==> config.mk <==
export PLATFORM = sky130hd
export DESIGN_NAME = apb4_timer
export DESIGN_NICKNAME = d
export VERILOG_FILES = /design/src/rtl/apb4_timer.sv
export SDC_FILE = /design/constraint.sdc
export NUM_CORES = 1
export LEC_CHECK = 0
export ABC_CLOCK_PERIOD_IN_PS = 3450
export CORE_MARGIN = 2
export CORE_UTILIZATION = 55
export CTS_CLUSTER_DIAMETER = 60
export DETAILED_ROUTE_END_ITERATION = 16
export PLACE_DENSITY = 0.82
export RECOVER_POWER = 100
export SYNTH_ARGS = -nofsm -noshare
export SYNTH_HDL_FRONTEND = slang
export SYNTH_SLANG_ARGS = --single-unit
==> constraint.sdc <==
create_clock -name pclk -period 3.45 [get_ports pclk]
set_input_delay 0.345 -clock pclk [delete_from_list [all_inputs] [get_ports pclk]]
set_output_delay 0.345 -clock pclk [all_outputs]
set_load 0.005 [all_outputs]
==> src/rtl/apb4_timer.sv <==
// apb4_timer: APB4 general-purpose timer (prescaler, compare match, one-shot/auto-reload, level irq).
// Define APB4_TIMER_CAPTURE_EN to add the cap_i input-capture channel (CAP register, CAPIF, CAPIE).
module apb4_timer #(
   parameter int CNT_WIDTH = 32,
   parameter int PSC_WIDTH = 16
) (
   input  logic        pclk,
   input  logic        presetn,
   input  logic [31:0] paddr,
   input  logic [2:0]  pprot,
   input  logic        psel,
   input  logic        penable,
   input  logic        pwrite,
   input  logic [31:0] pwdata,
   input  logic [3:0]  pstrb,
   output logic        pready,
   output logic [31:0] prdata,
   output logic        pslverr,
`ifdef APB4_TIMER_CAPTURE_EN
   input  logic        cap_i,
`endif
   output logic        irq_o
);
   localparam logic [2:0] OFF_CTRL = 3'd0;
   localparam logic [2:0] OFF_PSCR = 3'd1;
   localparam logic [2:0] OFF_CNT  = 3'd2;
   localparam logic [2:0] OFF_CMP  = 3'd3;
   localparam logic [2:0] OFF_STAT = 3'd4;
   localparam logic [2:0] OFF_CAP  = 3'd5;

   logic                 en, ie, oneshot, capie, mif, capif;
   logic [PSC_WIDTH-1:0] pscr, pcnt;
   logic [CNT_WIDTH-1:0] cnt, cmp, cap;
   logic [2:0]           offset;
   logic                 access, err, wr;
   logic                 wr_ctrl, wr_pscr, wr_cnt, wr_cmp, wr_stat;
   logic                 sw_stop, tick, match;
   logic [31:0]          reg_val, bmask, wdata_m;
   logic                 unused_ok;

   assign unused_ok = ^{pprot, paddr[31:5], paddr[1:0]};

   assign offset = paddr[4:2];
   assign access = psel & penable;
   assign pready = 1'b1;

   always_comb begin
      err = 1'b0;
      if (offset > OFF_CAP) begin
         err = 1'b1;
      end else if (offset == OFF_CAP) begin
`ifdef APB4_TIMER_CAPTURE_EN
         err = pwrite;
`else
         err = 1'b1;
`endif
      end
   end

   assign pslverr = access & err;
   assign wr      = access & pwrite & ~err;
   assign wr_ctrl = wr & (offset == OFF_CTRL);
   assign wr_pscr = wr & (offset == OFF_PSCR);
   assign wr_cnt  = wr & (offset == OFF_CNT);
   assign wr_cmp  = wr & (offset == OFF_CMP);
   assign wr_stat = wr & (offset == OFF_STAT);

   always_comb begin
      reg_val = '0;
      case (offset)
         OFF_CTRL: reg_val = {28'd0, capie, oneshot, ie, en};
         OFF_PSCR: reg_val = 32'(pscr);
         OFF_CNT:  reg_val = 32'(cnt);
         OFF_CMP:  reg_val = 32'(cmp);
         OFF_STAT: reg_val = {30'd0, capif, mif};
         OFF_CAP:  reg_val = 32'(cap);
         default:  reg_val = '0;
      endcase
   end

   assign prdata  = (access & ~pwrite & ~err) ? reg_val : '0;

   // Byte-lane merge of write data into the currently addressed register.
   assign bmask   = {{8{pstrb[3]}}, {8{pstrb[2]}}, {8{pstrb[1]}}, {8{pstrb[0]}}};
   assign wdata_m = (reg_val & ~bmask) | (pwdata & bmask);

   // A same-cycle software disable suppresses the tick; a CNT write suppresses the match.
   assign sw_stop = wr_ctrl & ~wdata_m[0];
   assign tick    = en & (pcnt == pscr) & ~sw_stop;
   assign match   = tick & ~wr_cnt & (cnt == cmp);

   always_ff @(posedge pclk or negedge presetn) begin
      if (!presetn) begin
         en      <= 1'b0;
         ie      <= 1'b0;
         oneshot <= 1'b0;
         pscr    <= '0;
         pcnt    <= '0;
         cnt     <= '0;
         cmp     <= '0;
         mif     <= 1'b0;
         irq_o   <= 1'b0;
      end else begin
         if (wr_ctrl) begin
            en      <= wdata_m[0];
            ie      <= wdata_m[1];
            oneshot <= wdata_m[2];
         end
         if (match && oneshot) en <= 1'b0;

         if (wr_pscr) pscr <= wdata_m[PSC_WIDTH-1:0];
         if (!en || wr_pscr || (pcnt == pscr)) pcnt <= '0;
         else                                  pcnt <= pcnt + PSC_WIDTH'(1);

         if (wr_cnt)     cnt <= wdata_m[CNT_WIDTH-1:0];
         else if (match) cnt <= '0;
         else if (tick)  cnt <= cnt + CNT_WIDTH'(1);

         if (wr_cmp) cmp <= wdata_m[CNT_WIDTH-1:0];

         mif   <= (mif & ~(wr_stat & pwdata[0] & pstrb[0])) | match;
         irq_o <= (ie & mif) | (capie & capif);
      end
   end

`ifdef APB4_TIMER_CAPTURE_EN
   logic [2:0] cap_sync;
   logic       cap_edge;

   // Two synchronizer stages, third stage only remembers the previous level.
   assign cap_edge = cap_sync[1] & ~cap_sync[2];

   always_ff @(posedge pclk or negedge presetn) begin
      if (!presetn) begin
         cap_sync <= '0;
         capie    <= 1'b0;
         capif    <= 1'b0;
         cap      <= '0;
      end else begin
         cap_sync <= {cap_sync[1:0], cap_i};
         if (wr_ctrl) capie <= wdata_m[3];
         capif <= (capif & ~(wr_stat & pwdata[1] & pstrb[0])) | cap_edge;
         if (cap_edge) cap <= cnt;
      end
   end
`else
   assign capie = 1'b0;
   assign capif = 1'b0;
   assign cap   = '0;
`endif

endmodule
Word-level counts from Yosys, hierarchy flattened
Index checks and enable logic that the tools add are counted.

word-level totals
  output and inout bits = 35
  logic and storage cells = 67
  input bits = 76
  register bits after elaboration = 101

operators by class
  bitwise gates (word level) = 31
  order comparisons = 1
  equality and inequality tests = 7
  $add $sub $neg = 2
  multiplexer cells = 10
  reductions and logical operators = 7

operators by type and width
  kind                   number
  $pmux 32 s5            1
  $mux 32                4
  $and 32x32->32         2
  $add 32x1->32 const B  1
  $eq 32x32->1           1
  $not 32->32            1
  $or 32x32->32          1
  $and 1x1->1            20
  $add 16x1->16 const B  1
  $eq 16x16->1           1
  $mux 16                1
  $eq 3x2->1 const B     2
  $eq 3x3->1 const B     2
  $not 1->1              6
  $mux 1                 4
  $eq 3x1->1 const B     1
  $gt 3x3->1 const B     1
  $logic_not 3->1        1
  $reduce_bool 3->1      1
  $logic_or 1x1->1       2
  $reduce_bool 2->1      1
  $logic_and 1x1->1      1
  $logic_not 1->1        1
  $or 1x1->1             1

Logic depth before layout (Yosys ltp)
Gate-level depths: netlist of the first run.

  depth in word-level cells = 13
  depth in mapped cells = 10
  depth with buffers taken out = 8

Worst setup path before layout of the first run
OpenSTA, ideal clock, no wires.

  path kind = reg2reg
  start point = reg cnt[29]
  end point = reg cnt[14]
  cell stages (with the launch flop) = 10
  data arrival time = 2047 ps
  setup slack = 1266 ps
  data required time = 3313 ps
  setup time = 137 ps
  period minus slack after synthesis = 2184 ps
  cells stage by stage = dfrtp_1 clkbuf_1 xor2_1 nor4_1 nand4_1 nor2_1 clkbuf_1 o21ai_0 a221oi_1 a21oi_1

between the ends
  word-level cells in the longest chain between the ends = 4
  elaborated cells between the ends (all ways) = 5
  those cells by class = eq/ne: 1; mux: 2; bitwise: 1; reduce/logical: 1

RTL lines
  what                      line  source
  start: declaration        33    logic [CNT_WIDTH-1:0] cnt, cmp, cap;
  start signal: assignment  115   if (wr_cnt) cnt <= wdata_m[CNT_WIDTH-1:0];
  start signal: assignment  117   else if (tick) cnt <= cnt + CNT_WIDTH'(1);
  $eq 32x32->1 (*)          90    assign match = tick & ~wr_cnt & (cnt == cmp);
  $and 1x1->1 (*)           90
  $mux 32                   116   else if (match) cnt <= '0;
  $mux 32                   115

Every way passes the cells marked *; elsewhere a longest branch is shown, timed or not.
A chain may end at the register's enable or synchronous reset.

Final worst setup path of the first run
  start point = in paddr[2]
  end point = out prdata[17]

between the ends
  word-level cells in the longest chain between the ends = 6
  elaborated cells between the ends (all ways) = 13
  those cells by class = order compare: 1; eq/ne: 5; mux: 4; bitwise: 2; reduce/logical: 1

RTL lines
  what                                                line  source
  start: declaration                                  9     input logic [31:0] paddr,
  branches (longest 5 deep; another with $gt 3x3->1)  n/a
  $mux 32 (*)                                         81    assign prdata = (access & ~pwrite & ~err) ? reg_val : '0;
  end: declaration                                    17    output logic [31:0] prdata,

Every way passes the cells marked *.

==> results of run 1 <==
power by group:
part | switching (mW) | internal, mW
Sequential | 0.310 | 1.41
Combinational | 0.534 | 0.450
Clock | 0.447 | 0.674
Total | 1.29 | 2.53
layer usage:
layer	GRT usage, %	vias to the layer above	wire length, um
met1	39.1	3007	7470
li1	-	2813	-
met3	3.78	38	1280
met5	0	-	0
met4	11.9	0	439
met2	47.0	261	8820
cell families (layout without fill, tap and decap cells):
group | count (synthesis) | in the layout | synth area share, %
AOI/OAI and AO/OA | 186 | 186 | 17.2
DFF | 101 | 101 | 39.1
buffers and inverters | 63 | 121 | 4.09
xor gates and xnor gates | 58 | 58 | 7.87
muxes | 40 | 40 | 7.27
other | 1 | 1 | 0.0581
adders and majority gates | 2 | 2 | 0.387
and+or+nand+nor | 321 | 321 | 23.9
flip-flops by register name, indices dropped and copies added (netlist names):
register and cells:
en 1, cmp 32, pscr 16, ie 1
oneshot 1, mif 1, irq_o 1, cnt 32
pcnt 16
layout make-up:
class                           count  area share, %
Multi-Input combinational cell    608           48.0
Timing Repair Buffer               98           11.9
Inverter                            7          0.344
Sequential cell                   101           33.1
Clock buffer                       12           3.36
Clock inverter                      4          0.918
Tap cell                          143           2.34
worst paths after layout:
path / startpoint / end / slack [ns]
worst min register to register: oneshot$_DFFE_PN0P_ / en$_DFFE_PN0P_ / 0.51
worst max register to register: pcnt[11]$_DFF_PN0_ / cnt[10]$_DFFE_PN0P_ / 0.40
worst min-delay path: presetn / pcnt[9]$_DFF_PN0_ / 0.51
worst max-delay path: paddr[2] / prdata[17] / 0.34
min in group pclk: oneshot$_DFFE_PN0P_ / en$_DFFE_PN0P_ / 0.51
max in group asynchronous: presetn / cmp[10]$_DFFE_PN0P_ / 1.33
layout by cell type, fill, tap and decap left out, drive strengths merged, types with 7 or more instances in the layout:
master	netlist	final
nor2	108	108
dfrtp	101	101
nand2	69	69
a21oi	68	68
o21ai	55	55
xor2	53	53
clkdlybuf4s50	0	50
mux2	35	35
nand3	29	29
dlygate4sd3	0	26
and3	18	18
a31oi	17	17
buf	18	17
clkbuf	38	17
and2	16	16
a22oi	15	15
or3	14	14
or2	14	14
nor4	13	13
nor2b	12	12
o211ai	10	10
inv	7	7
metrics by stage:
step                      worst slack, ns  util, %  instance area [um^2]
after floorplan                      1.27        -                  6460
after global placement              0.529     64.2                  7330
after detailed placement            0.400     64.2                  7330
after CTS                           0.475     67.0                  7650
after global routing                0.176     66.9                  7630
final                               0.344     66.9                  7630
==> impl_results.md, run 1 <==
- Status: finished, violations left
- Failing checks: max-capacitance violations, max-slew violations
- Die height: 112 um
- H-Tree Depth: 3
- Class of the worst hold path: input port to asynchronous set/reset pin
- Clk buf depth: 2
- Antenna violations before repair: 0
- Area grow syn2layout: 18.2%
- FILL cells: 940
- # IOs: 111
- Vias in the first global route: 5967
- Layout cells sized above 1: 10.7%
- CP max FO: 23
- Root Buffer: clkbuf_16
- Required @ worst endpoint: 3.11 ns
- Ys flop type: dfrtp_1
- CP max stage cell: dlygate4sd3_1
- GPL Wtd Cong: 0.905
- Cell taking the most area after synthesis: dfrtp_1
- Dpl hpwl: 12900 um
- N_diodes: 0
- CP Depth: 7
- Reg2Reg Depth: 7
- Initial Util: 56.6%
- Worst-margin pin slew: 1.97 ns
- Total congestion overflow: 0
- Final hold vios: 0
- DIE AREA: 12600 um^2
- Crit-path cells: dlygate4sd3_1, clkbuf_2, o21ai_0, nand2_1, buf_4, nor2_1, dlygate4sd3_1
- Shortest period the worst path allows: 3.11 ns
- Setup TNS: 0 ns
- Synth cell types: 45
- Post-CTS Setup Bufs: 0
- Ys Warns: 0
- Syn nets: 850
- RSZ-0062 raised after global routing: false
- Port Buffer Count: 77
- Worst clock skew: 0.00811 ns
- DRC viols: 0
- Count leader, synth: nor2_1
- Num rows: 39
- CTS clock-pin slew for the worst setup and hold paths: 0.06 ns
- Final hold slack: 0.510 ns
- First-pass GRT wire length: 29500 um
- Top Family by Delay on Critical Path: buffers and inverters
- Placed cells: 957
- Core ar.: 11400 um^2
- Register area share after synthesis: 39.1%
- Max_slew headroom: -31.6%
- Post-synthesis register bit count: 101
- Slew Limit Fails: 78
- Total area of sequential cells: 2530 um^2
- Hold_buf cts: 0
- Syn avg cell area: 8.36 um^2
- Multi-input gate area: 3660 um^2
- Peak VDD IR: 0.268 mV
- Post-synth top area share: 39.1%
- DR vias/cell: 6.29
- Routed len/inst: 18.5 um
- Post-synth EDFFs: 0
- CTS tree: done
- Cell Area, Synth: 6460 um^2
- Post-Layout Cell Count: 973
- Clk_lat worst skew: 0.35 ns
- Tot GR Track Use: 28.8%
- Critical path arrival: 2.76 ns
- Final ANT Viol Nets: 0
- List of most frequent post-synthesis cells: nor2_1 (108), dfrtp_1 (101), nand2_1 (69), a21oi_1 (68), o21ai_0 (54)
- Setup crit end kind: output port
- Max-Cap Viols: 1
- Die width: 112 um
- Total Routed Length: 18000 um
- Synth Instances: 772
- Final setup fails: 0
- CTS Buf Count: 9
- Total iterations of the first detailed-routing run: 5
- Largest net degree at the start of global routing: 78
- Initial DRC count: 515
- PD cells: 501 nW/um^2
- Routed vias: 6119
- CP Launch Type: input port
- Max stage delay on crit path: 0.61 ns
- Most used cell, CP: dlygate4sd3_1
- # resized after CTS: 0
- Asr flop ratio synth: 100%
- Fmax: 322 MHz
- Setup Crit Path Kind: input port to output port
- Critical path buffers and inverters: 4
- Top cells by area, synth: dfrtp_1 (39%), xor2_1 (7.2%), nor2_1 (6.3%)
- Fin nets: 903
- Clock sink count: 101
- Period utilisation layout: 90.0%
- Lkg Pwr: 3.24 nW
- Overall power: 3.82 mW
Note: power is estimated with default switching activity, not from simulation.
==> run 2: changes to the inputs <==
CORE_MARGIN = default   (was 2)
SLEW_MARGIN = 20   (was default)
==> run 2 against run 1 <==
Combinational power about the same. Hold slack improved by 0.0041 ns. Critical path depth unchanged. Sequential share of layout area decreased by 0.13 points. Fmax decreased by 2.3%. Largest cell class unchanged. Via count decreased by 0.59%. The flow still finishes with violations (max-capacitance violations, max-slew violations). Critical path type unchanged. Core utilization increased by 0.26 points.
==> impl_results.md, run 2 (synthesis results as in run 1) <==
- Global routing's busiest layer: met2 (unchanged)
- Class of the worst hold path: flip-flop to flip-flop (was input port to asynchronous set/reset pin)
- CTS tree: done (unchanged)
- Peak VDD IR: 0.322 mV (was 0.268 mV)
- Largest regs: cmp (32), cnt (32) (unchanged)
- CP max stage cell: dlygate4sd3_1 (unchanged)
- Initial Util: 56.6% (unchanged)
- PD cells: 495 nW/um^2 (was 501 nW/um^2)
- Clk buf depth: 2 (unchanged)
- Crit-path cells: dlygate4sd3_1, buf_12, o21ai_0, nand2_1, buf_4, nor2_1, dlygate4sd3_1 (was dlygate4sd3_1, clkbuf_2, o21ai_0, nand2_1, buf_4, nor2_1, dlygate4sd3_1)
- Num rows: 39 (unchanged)
- Final instance area: 7660 um^2 (was 7630 um^2)
- Max stage delay on crit path: 0.65 ns (was 0.61 ns)
- Combinational Power Share: 25.8% (about the same)
- Critical path arrival: 2.83 ns (was 2.76 ns)
- Place WS: 0.235 ns (was 0.400 ns)
- H-Tree Depth: 3 (unchanged)
- Shortest period the worst path allows: 3.18 ns (was 3.11 ns)
- Area grow syn2layout: 18.7% (was 18.2%)
- Routed vias: 6083 (was 6119)
- DR vias/cell: 6.25 (was 6.29)
- Initial DRC count: 657 (was 515)
- Setup Crit Path Kind: input port to output port (unchanged)
- Total iterations of the first detailed-routing run: 8 (was 5)
- Final core occ: 67.1% (was 66.9%)
- First-pass GRT wire length: 28500 um (was 29500 um)
- # IOs: 111 (unchanged)
- Die width: 110 um (was 112 um)
- Fin nets: 905 (was 903)
- CTS Buf Count: 9 (unchanged)
- Setup crit end kind: output port (unchanged)
- Clk_lat worst skew: 0.35 ns (about the same)
- Final worst setup slack: 0.272 ns (was 0.344 ns)
- Met1 usage: 39.6% (was 39.1%)
- Port Buffer Count: 77 (unchanged)
- DIE AREA: 12200 um^2 (was 12600 um^2)
- Max-Cap Viols: 1 (unchanged)
- Core ar.: 11400 um^2 (unchanged)
- Max_slew headroom: -56.9% (was -31.6%)
- Root Buffer: clkbuf_16 (unchanged)
- Period utilisation layout: 92.1% (was 90.0%)
- Most used cell, CP: dlygate4sd3_1 (unchanged)
- Largest net degree at the start of global routing: 44 (was 78)
- Final hold vios: 0 (unchanged)
- Total congestion overflow: 0 (unchanged)
- CTS clock-pin slew for the worst setup and hold paths: 0.06 ns (about the same)
- Total Routed Length: 18000 um (about the same)
- RSZ-0062 raised after global routing: false (unchanged)
- NetSw: 1.29 mW (about the same)
- N_diodes: 0 (unchanged)
- Dpl hpwl: 12800 um (was 12900 um)
- Clock share of power: 28.6% (was 29.3%)
- Final setup fails: 0 (unchanged)
- Fmax: 315 MHz (was 322 MHz)
- Final ANT Viol Nets: 0 (unchanged)
- M3 GR Usage: 6.53% (was 3.78%)
- Routed len/inst: 18.4 um (was 18.5 um)
- Post-DP Area: 7360 um^2 (was 7330 um^2)
- Most common cell after layout, fill and taps aside: nor2_1 (unchanged)
- Vias in the first global route: 5722 (was 5967)
- Antenna violations before repair: 0 (unchanged)
- Post-CTS Setup Bufs: 0 (unchanged)
- Worst clock skew: 0.00422 ns (was 0.00811 ns)
- Tot GR Track Use: 31.0% (was 28.8%)
- Die height: 110 um (was 112 um)
- Placed cells: 958 (was 957)
- Overall power: 3.80 mW (was 3.82 mW)
- Top Family by Delay on Critical Path: buffers and inverters (unchanged)
- Required @ worst endpoint: 3.11 ns (about the same)
- Internal power: 2.51 mW (was 2.53 mW)
- GPL Wtd Cong: 0.931 (was 0.905)
- Met2 usage: 51.5% (was 47.0%)
- Final hold slack: 0.514 ns (was 0.510 ns)
- Most frequent cells in the layout: nor2_1 (107), dfrtp_1 (101), nand2_1 (69) (unchanged)
- Sw Share: 33.9% (was 33.8%)
- Slew Limit Fails: 44 (was 78)
- CP max FO: 38 (was 23)
- Status: finished, violations left (unchanged)
- Post-Layout Cell Count: 974 (was 973)
- DRC viols: 0 (unchanged)
- CP Launch Type: input port (unchanged)
- Worst-margin pin slew: 2.35 ns (was 1.97 ns)
- Lkg Pwr: 3.24 nW (about the same)
- FILL cells: 952 (was 940)
- Clock sink count: 101 (unchanged)
- Failing checks: max-capacitance violations, max-slew violations (unchanged)
- Layout cells sized above 1: 10.7% (about the same)
- Reg power frac: 45.5% (was 44.9%)
- Setup TNS: 0 ns (unchanged)
- Critical path buffers and inverters: 4 (unchanged)
run 2: final cells by class:
type                       count  area, um^2  area share (%)
clock buffer                  11         243            3.17
inverter                       7        26.3           0.343
clock inverter                 4        72.6           0.947
tap                          143         179            2.33
multi-input combinational    608        3660            47.8
timing repair buffer         100         951            12.4
sequential                   101        2530            33.0
run 2: worst paths after layout:
path,start,endpoint,slack [ns],cells past startpoint
min reg2reg,mif$_DFF_PN0_,irq_o$_DFF_PN0_,0.51,1
max reg2reg,cnt[6]$_DFFE_PN0P_,cnt[14]$_DFFE_PN0P_,0.29,9
max,paddr[2],prdata[10],0.27,7
min,mif$_DFF_PN0_,irq_o$_DFF_PN0_,0.51,1
min in group asynchronous,presetn,irq_o$_DFF_PN0_,1.25,2
max in group asynchronous,presetn,cnt[10]$_DFFE_PN0P_,0.59,3
run 2: power groups by stage:
| stage | Clock (mW) | Sequential [mW] | Combinational (mW) |
|---|---|---|---|
| final | 1.09 | 1.73 | 0.981 |
| after CTS | 1.10 | 1.72 | 0.979 |
| after floorplan | 0 | 1.63 | 0.701 |
| after detailed placement | 0 | 1.73 | 0.964 |
| after global routing | 1.15 | 1.76 | 1.07 |
| after global placement | 0 | 1.70 | 0.934 |
run 2: worst register-to-register path: cells and delay by family, from the launching register on:
family          cells  cell delay [ns]
compound gates      2             0.45
simple gates        4             1.24
xor+xnor            1             0.21
buf+inv             2             0.65
flops               1             0.47
run 2: routing by layer:
layer  share of wire, %  vias to the layer above
li1                   -                     2825
met1                 41                     2927
met2                 50                      302
met3                7.0                       29
met4                2.1                        0
met5                  0                        -
run 2: repair_timing:
action / in CTS / in global routing
hold endpoints to repair: 41 / 0
hold buffers: 1 / 0
resized for setup: 0 / 0
